==> config.mk <==
export PLATFORM = sky130hd
export DESIGN_NAME = fp32_result_fifo
export DESIGN_NICKNAME = d
export VERILOG_FILES = /design/src/rtl/posit_fp_pkg.sv /design/src/rtl/fp32_result_fifo_classify.sv /design/src/rtl/fp32_result_fifo.sv
export SDC_FILE = /design/constraint.sdc
export NUM_CORES = 1
export LEC_CHECK = 0
export ABC_AREA = 1
export CAP_MARGIN = 10
export CORE_MARGIN = 1.5
export CORE_UTILIZATION = 45
export DETAILED_ROUTE_END_ITERATION = 8
export GPL_TIMING_DRIVEN = 0
export PLACE_DENSITY_LB_ADDON = 0.15
export SYNTH_ARGS = -nofsm -noshare
export SYNTH_HDL_FRONTEND = slang
export SYNTH_SLANG_ARGS = --single-unit
==> constraint.sdc <==
create_clock -name clk -period 7.99 [get_ports clk]
set_input_delay 1.1985 -clock clk [delete_from_list [all_inputs] [get_ports clk]]
set_output_delay 1.1985 -clock clk [all_outputs]
set_load 0.01 [all_outputs]
==> src/rtl/posit_fp_pkg.sv <==
`default_nettype none
// ----------------------------------------------------------------------------
// | Module   : posit_fp_pkg                                                  |
// | Purpose  : Shared FP32 field layout and result class codes for the       |
// |            posit-to-FP32 datapath.                                       |
// | Revision : 1.0  initial release                                          |
// ----------------------------------------------------------------------------
package posit_fp_pkg;

   localparam int EXP_W   = 8;
   localparam int MAN_W   = 23;
   localparam int BIAS    = 127;
   localparam int MAN_LSB = 0;
   localparam int EXP_LSB = MAN_W;
   localparam int SIGN_B  = EXP_W + MAN_W;

   typedef enum logic [2:0] {
      FPC_NORMAL  = 3'd0,
      FPC_ZERO    = 3'd1,
      FPC_SUBNORM = 3'd2,
      FPC_INF     = 3'd3,
      FPC_NAN     = 3'd4
   } fp_class_e;

   // Unbiased exponent of a normal FP32 word (field value minus the bias).
   function automatic logic signed [9:0] fp32_unbiased_exp(input logic [EXP_W-1:0] i_exp);
      return $signed({2'b00, i_exp}) - 10'(BIAS);
   endfunction

endpackage
`default_nettype wire

==> src/rtl/fp32_result_fifo_classify.sv <==
`default_nettype none
// ----------------------------------------------------------------------------
// | Module   : fp32_classify                                                 |
// | Purpose  : Combinational FP32 classifier (exponent/mantissa -> class).   |
// |            The sign bit never affects the class, so it is not an input.  |
// | Revision : 1.0  initial release                                          |
// ----------------------------------------------------------------------------
module fp32_classify
   import posit_fp_pkg::*;
(
   input  logic [EXP_W+MAN_W-1:0] i_mag,
   output logic [2:0]             o_class
);

   logic [EXP_W-1:0] w_exp;
   logic [MAN_W-1:0] w_man;

   assign w_exp = i_mag[EXP_LSB +: EXP_W];
   assign w_man = i_mag[MAN_LSB +: MAN_W];

   // Decode the reserved exponent values; everything else is a normal number.
   always_comb begin
      o_class = FPC_NORMAL;
      if (w_exp == '0) begin
         o_class = (w_man == '0) ? FPC_ZERO : FPC_SUBNORM;
      end else if (w_exp == '1) begin
         o_class = (w_man == '0) ? FPC_INF : FPC_NAN;
      end
   end

endmodule
`default_nettype wire

==> src/rtl/fp32_result_fifo.sv <==
`default_nettype none
// ----------------------------------------------------------------------------
// | Module   : fp32_result_fifo                                              |
// | Purpose  : First-word-fall-through buffer between the posit-to-FP32      |
// |            converter (no backpressure) and a stalling consumer. Each     |
// |            word is classified on write and stored with its class.        |
// | Revision : 1.0  initial release                                          |
// ----------------------------------------------------------------------------
module fp32_result_fifo
   import posit_fp_pkg::*;
#(
   parameter int DEPTH  = 8,
   parameter int ADDR_W = 3,
   parameter int DATA_W = 32
)(
   input  logic              clk,
   input  logic              reset,
   input  logic [DATA_W-1:0] in_data,
   input  logic              in_valid,
   output logic [DATA_W-1:0] out_data,
   output logic [2:0]        out_class,
   output logic              out_valid,
   input  logic              out_ready,
   output logic [ADDR_W:0]   count,
   output logic              full,
   output logic              overflow,
   input  logic              clr_ovf,
   input  logic              flush
);

   localparam logic [ADDR_W:0] c_DEPTH_CNT = (ADDR_W+1)'(DEPTH);
   localparam int              c_ENTRY_W   = DATA_W + 3;

   logic [c_ENTRY_W-1:0] r_mem [DEPTH];
   logic [ADDR_W-1:0]    r_wr_ptr;
   logic [ADDR_W-1:0]    r_rd_ptr;
   logic [ADDR_W:0]      r_count;
   logic                 r_overflow;

   logic [2:0]           w_class;
   logic                 w_empty;
   logic                 w_full;
   logic                 w_do_pop;
   logic                 w_do_push;
   logic                 w_drop;
   logic [c_ENTRY_W-1:0] w_head;

   fp32_classify u_classify (
      .i_mag   (in_data[EXP_W+MAN_W-1:0]),
      .o_class (w_class)
   );

   assign w_empty   = (r_count == '0);
   assign w_full    = (r_count == c_DEPTH_CNT);
   // A pop frees a slot in the same edge, so a full buffer can still take a push.
   assign w_do_pop  = out_ready && !w_empty;
   assign w_do_push = in_valid && (!w_full || w_do_pop);
   assign w_drop    = in_valid && w_full && !w_do_pop && !flush;
   assign w_head    = r_mem[r_rd_ptr];

   assign out_valid = !w_empty;
   assign out_data  = w_empty ? '0 : w_head[DATA_W-1:0];
   assign out_class = w_empty ? '0 : w_head[c_ENTRY_W-1 -: 3];
   assign count     = r_count;
   assign full      = w_full;
   assign overflow  = r_overflow;

   // Storage write; the array is deliberately left out of reset.
   always_ff @(posedge clk) begin
      if (w_do_push && !flush) begin
         r_mem[r_wr_ptr] <= {w_class, in_data};
      end
   end

   // Pointers and occupancy; flush wins over any push/pop in the same cycle.
   always_ff @(posedge clk or negedge reset) begin
      if (!reset) begin
         r_wr_ptr <= '0;
         r_rd_ptr <= '0;
         r_count  <= '0;
      end else if (flush) begin
         r_wr_ptr <= '0;
         r_rd_ptr <= '0;
         r_count  <= '0;
      end else begin
         if (w_do_push) r_wr_ptr <= r_wr_ptr + 1'b1;
         if (w_do_pop)  r_rd_ptr <= r_rd_ptr + 1'b1;
         case ({w_do_push, w_do_pop})
            2'b10:   r_count <= r_count + 1'b1;
            2'b01:   r_count <= r_count - 1'b1;
            default: r_count <= r_count;
         endcase
      end
   end

   // Sticky drop flag; a drop in the same cycle as a clear keeps it set.
   always_ff @(posedge clk or negedge reset) begin
      if (!reset) begin
         r_overflow <= 1'b0;
      end else if (w_drop) begin
         r_overflow <= 1'b1;
      end else if (clr_ovf) begin
         r_overflow <= 1'b0;
      end
   end

endmodule
`default_nettype wire

# Word-level counts from Yosys, hierarchy flattened
# Memories as Yosys holds them, arrays and structs flattened.
# Index checks and enable logic that the tools add are counted.
[totals]
register_bits = 11
mem_bits_rw = 280
memories = 1
[op_classes]
n_eq_ne = 4
addsub = 4
n_reduce_logical = 18
n_mux = 16
[memory_table]
columns = ["memory", "words", "width", "read_ports", "rd_ports_with_merged_regs", "write_ports", "line_no", "rtl"]
rows = [
  ["r_mem", 8, 35, 1, 0, 1, "fp32_result_fifo.sv:34", "logic [c_ENTRY_W-1:0] r_mem [DEPTH];"],
]
[op_table]
columns = ["cell", "count"]
rows = [
  ["32-bit two-way mux", 1],
  ["3-bit two-way mux", 8],
  ["23-bit zero test", 1],
  ["8-bit equality test, second input constant", 1],
  ["8-bit zero test", 1],
  ["4-bit one-hot mux with 2 select lines", 1],
  ["3-bit by 1-bit adder with 3-bit output, second input constant", 2],
  ["1-bit logical AND", 6],
  ["2-bit nonzero test", 3],
  ["4-bit by 1-bit adder with 4-bit output, second input constant", 1],
  ["4-bit equality test, second input constant", 1],
  ["1-bit zero test", 4],
  ["4-bit zero test", 1],
  ["1-bit two-way mux", 4],
  ["4-bit two-way mux", 1],
  ["4-bit by 1-bit subtractor with 4-bit output, second input constant", 1],
  ["3-bit nonzero test", 1],
  ["2-bit by 1-bit equality test with 1-bit output, second input constant", 1],
  ["2-bit equality test, second input constant", 1],
  ["2-bit two-way mux", 1],
  ["1-bit logical OR", 1],
]

# Logic depth before layout (Yosys ltp)
# Gate-level depths: netlist of run 1.
[logic_depth]
depth_word = 8
depth_mapped = 12

# Modules after synthesis
# From an unflattened synthesis of run 1, not the netlist that was laid out.
[unflattened]
hier_cells = 933
area_unflattened_um2 = 11687.5
[by_module_without_submodules]
columns = ["mod", "seq_area_each_um2", "cells_each", "area_per_inst_um2", "instances"]
rows = [
  ["fp32_result_fifo", 8683.3, 892, 11506.0, 1],
  ["fp32_classify", 0.0, 41, 181.4, 1],
]

# Worst setup path before layout of run 1
# Ideal clock, no wire load.
[synth_timing]
kind = "input -> register"
from = "input out_ready"
to = "memory r_mem[1][0] (netlist bit), enable pin"
required_time_ns = 7.563
stages = 8
t_arrival_ns = 3.122
slack_ns = 4.441
cell_sequence = "nand2_4 > nand2_2 > nand2_2 > inv_2 > nand2_2 > inv_1 > nand2_1 > nor2_1"
[synth_between]
elab_chain_len = 6
[synth_lines]
columns = ["element", "line_no", "rtl"]
rows = [
  ["start: declaration", "fp32_result_fifo.sv:23", "input logic out_ready,"],
  ["1-bit logical AND", "fp32_result_fifo.sv:56", "assign w_do_pop = out_ready && !w_empty;"],
  ["1-bit logical OR", "fp32_result_fifo.sv:57", "assign w_do_push = in_valid && (!w_full || w_do_pop);"],
  ["1-bit logical AND", "fp32_result_fifo.sv:57", ""],
  ["1-bit logical AND", "fp32_result_fifo.sv:70", "if (w_do_push && !flush) begin"],
  ["1-bit two-way mux", "fp32_result_fifo.sv:70", ""],
  ["1-bit two-way mux (not written as such)", "fp32_result_fifo.sv:71", "r_mem[r_wr_ptr] <= {w_class, in_data};"],
  ["end: declaration", "fp32_result_fifo.sv:34", ""],
]
# Every way passes these cells.

# Worst setup path after layout of run 1
[layout_timing]
from = "register r_rd_ptr[1]"
to = "output out_data[18]"
[layout_between]
elab_chain_len = 2
[layout_lines]
columns = ["element", "line_no", "rtl"]
rows = [
  ["start: declaration", "fp32_result_fifo.sv:36", "logic [ADDR_W-1:0] r_rd_ptr;"],
  ["start signal: assignment", "fp32_result_fifo.sv:87", "if (w_do_pop) r_rd_ptr <= r_rd_ptr + 1'b1;"],
  ["memory 8 x 35 bit", "-", ""],
  ["32-bit two-way mux", "fp32_result_fifo.sv:62", "assign out_data = w_empty ? '0 : w_head[DATA_W-1:0];"],
  ["end: declaration", "fp32_result_fifo.sv:20", "output logic [DATA_W-1:0] out_data,"],
]
# Every way passes these cells.

==> results of run 1 <==
==> layout by cell type (no fill, tap or decap), drive strengths merged <==
master,count
edfxtp,280
nor2,229
o21ai,180
clkdlybuf4s50,79
clkbuf,63
buf,37
o22ai,36
a31oi,35
nand2,29
inv,27
clkinv,14
dfrtp,11
nand3,8
nor4,6
nand4,5
a21oi,5
ha,4
nand3b,2
nor3,2
and2,1
nor3b,1
or2,1
o31ai,1
a211oi,1
o32ai,1
bufinv,1
clkinvlp,1
==> final cells by class <==
class / count / area (um^2)
buffer: 56 / 253
clock buffer: 36 / 752
clock inverter: 16 / 101
fill: 2092 / 11400
inverter: 27 / 103
multi-input combinational: 547 / 2660
sequential: 291 / 8680
tap: 330 / 413
timing repair buffer: 87 / 981
==> cells by family after synthesis <==
family	synth area share (%)
compound gates	12.0
fa+ha+maj	0.430
buf+inv	3.05
flops	74.5
simple gates	9.98
==> path summary, 6_finish.rpt <==
| kind | startpoint | cells after the start | endpoint |
|---|---|---|---|
| max in group asynchronous | reset | 1 | count[1] |
| min in group asynchronous | reset | 1 | count[3] |
| worst max register to register | count[3] | 11 | r_mem[7][10] |
| worst min register to register | overflow | 2 | overflow |
| worst min-delay path | overflow | 2 | overflow |
| worst max-delay path | r_rd_ptr[1] | 8 | out_data[18] |
==> cell usage after synthesis (2+ instances only) <==
cell,number
buf_1,4
a31oi_1,35
o21ai_0,129
o22ai_1,36
a21oi_1,4
nand3_1,8
buf_2,22
edfxtp_1,280
nand2_1,24
o21ai_1,51
dfrtp_1,11
nand2_2,3
nor3_1,2
nand3b_1,2
inv_2,3
nor2_2,6
ha_1,4
nand4_1,5
nand2_4,2
clkbuf_1,27
buf_4,2
nor2_1,223
nor4_1,6
inv_1,23
==> metrics by stage <==
stage          worst slack [ns]  std cells
5_1_grt                    3.63       1390
6_report                   3.88       1390
4_1_cts                    3.87       1390
3_3_place_gp               2.43       1330
3_5_place_dp               4.28       1338
2_1_floorplan              4.44        921
==> metal layers <==
layer  vias up  share of wire [%]  track usage [%]  wire length, um
met2       230                 48             34.3            13400
met5         -                  0                0                0
met4         0                1.7             4.79              482
met1      3679                 45             31.8            12600
li1       3606                  -                -                -
met3        34                5.7             2.42             1590
==> tightest hold or removal path, stage by stage (launching register included) <==
cell and delay, ns:
dfrtp_1 0.38, inv_1 0.05, o32ai_1 0.06
==> power by group through the flow <==
stage	clock (W)	sequential (W)	combinational (W)
detailed placement	0	0.00178	0.00159
global placement	0	0.00178	0.00157
CTS	0.00126	0.00174	0.00159
global route	0.00132	0.00175	0.00174
finish	0.00124	0.00174	0.00158
floorplan	0	0.00177	0.000856
==> state kept, by name, indices dropped and copies added (netlist names) <==
register,cells
overflow,1
r_rd_ptr,3
count,4
r_mem,280
r_wr_ptr,3
==> results.md, run 1 <==
* Clk Tree Root Cell: clkbuf_16
* Reg2Reg Setup Slack at 5.49 ns
* Seq pwr share at 38.3%
* #FFs+latches synth at 291
* DIE WIDTH at 164 um
* Worst-Skew Late Latency at 0.54 ns
* Min Hold Slack at 0.528 ns
* CORE AREA at 25300 um^2
* Worst hold path class: reg -> reg
* Clock Skew at 0.0108 ns
* CP required at 6.79 ns
* Die Height at 164 um
* CP max stage delay at 0.56 ns
* Mapped Area at 11600 um^2
* Dpl hpwl at 18000 um
* Largest net degree at the start of global routing at 29
* Clock Tree Buf Depth at 3
* Post-Syn Instances at 921
* Routed wire length at 28000 um
* Int Power at 0.00304 W
* Largest cells by area after synthesis: edfxtp_1 (72%), nor2_1 (7.2%), o21ai_0 (5.5%)
* Area leader, netlist: edfxtp_1
* Worst setup EP type: output port
* Layout Nets at 1081
* Tot Pwr at 0.00456 W
* Cell leakage power at 4.67 nW
* PostCTS Resize Cnt at 0
* Final Slew Violations at 0
* RSZ-0062 raised after global routing: no
* Final Cell Area at 13900 um^2
* Max-cap violations at 0
* Critical-path cell list: buf_4 -> clkinv_2 -> clkbuf_1 -> o21ai_0 -> o22ai_1 -> o21ai_1 -> a31oi_1 -> clkdlybuf4s50_1
* DR vias/cell at 5.43
* Initial antenna violation count at 0
* Seq/Total Area, Yosys at 74.5%
* Post-DP Area at 13100 um^2
* PortBufs at 79
* Final core utilization at 55.1%
* Crit start category: flip-flop
* Status: complete, no violations
* Top FF cell, synth: edfxtp_1
* Clock Power Share at 27.2%
* Max rail drop VDD at 0.180 mV
* Synth warnings at 0
* Drt first-iter violations at 767
* Die area at 26900 um^2
* Global-route wire length before repair at 43100 um
* F_max at 243 MHz
* ANT cells at 0
* Psw at 0.00152 W
* Antenna-violating nets left at 0
* Final setup viols at 0
* Share of cells above drive strength 1 at 8.58%
* Data arrival time of the critical path at 2.91 ns
* Critical Path Slowest Stage Cell: clkdlybuf4s50_1
* Crit path time final at 4.11 ns
* Gate power share at 34.6%
* CP delay by family, top: buffers and inverters
* Post-CTS setup buffers at 0
* FFs w/ async S/R, synth at 3.78%
* Num CTS Buffers at 29
* First drt pass iteration count at 5
* Total number of vias at 7549
* Clock sink count at 291
* Switch share at 33.4%
* Global route total overflow at 0
* Number of flops mapped to enable cells by yosys at 280
* Fin. Hold Viols at 0
* H-tree levels at 1
* IO Pins at 80
* Hold bufs inserted after CTS at 0
* Worst Max-Slew Pin Slew at 0.733 ns
* Critical path peak fanout at 10
* Clock Pin Slew Worst Setup and Hold Paths at 0.06 ns
* Total GRT Usage at 21.5%
* Syn_nets at 963
* Drt drc at 0
* Buf/Inv on CP at 4
* Setup CP Type: reg -> out
* Layout area overhead at 19.7%
* Synth top area share at 72.2%
* FP Rows at 58
* Mean post-synth cell area at 12.6 um^2
* Number of global-route vias before repair at 7168
* Routability cong. at 0.788
* PwrDens at 327 nW/um^2
* Tcrit/Tclk final at 51.4%
* Routed len/inst at 20.2 um
* CTS tree: done
* TNS Setup at 0 ns
* Starting Density at 46.0%
* Synth unique cells at 33
* Slew headroom at 51.0%
Power figures use the tool's default switching activity.
==> run 2: changes to the inputs <==
==> constraint.sdc (replaced) <==
create_clock -name clk -period 4.2 [get_ports clk]
set_input_delay 0.63 -clock clk [delete_from_list [all_inputs] [get_ports clk]]
set_output_delay 0.63 -clock clk [all_outputs]
set_load 0.01 [all_outputs]
==> results of run 2 <==
Same layout as run 1 (identical final DEF). Status: complete, no violations.
Main changes from that run: setup slack after placement 4.28 ns -> 1.06 ns; setup slack after layout 3.88 ns -> 0.658 ns; hold slack 0.528 ns -> 0.436 ns; register-to-register setup slack 5.49 ns -> 1.70 ns; total power 0.00456 W -> 0.00867 W; worst IR drop on VDD 0.180 mV -> 0.343 mV
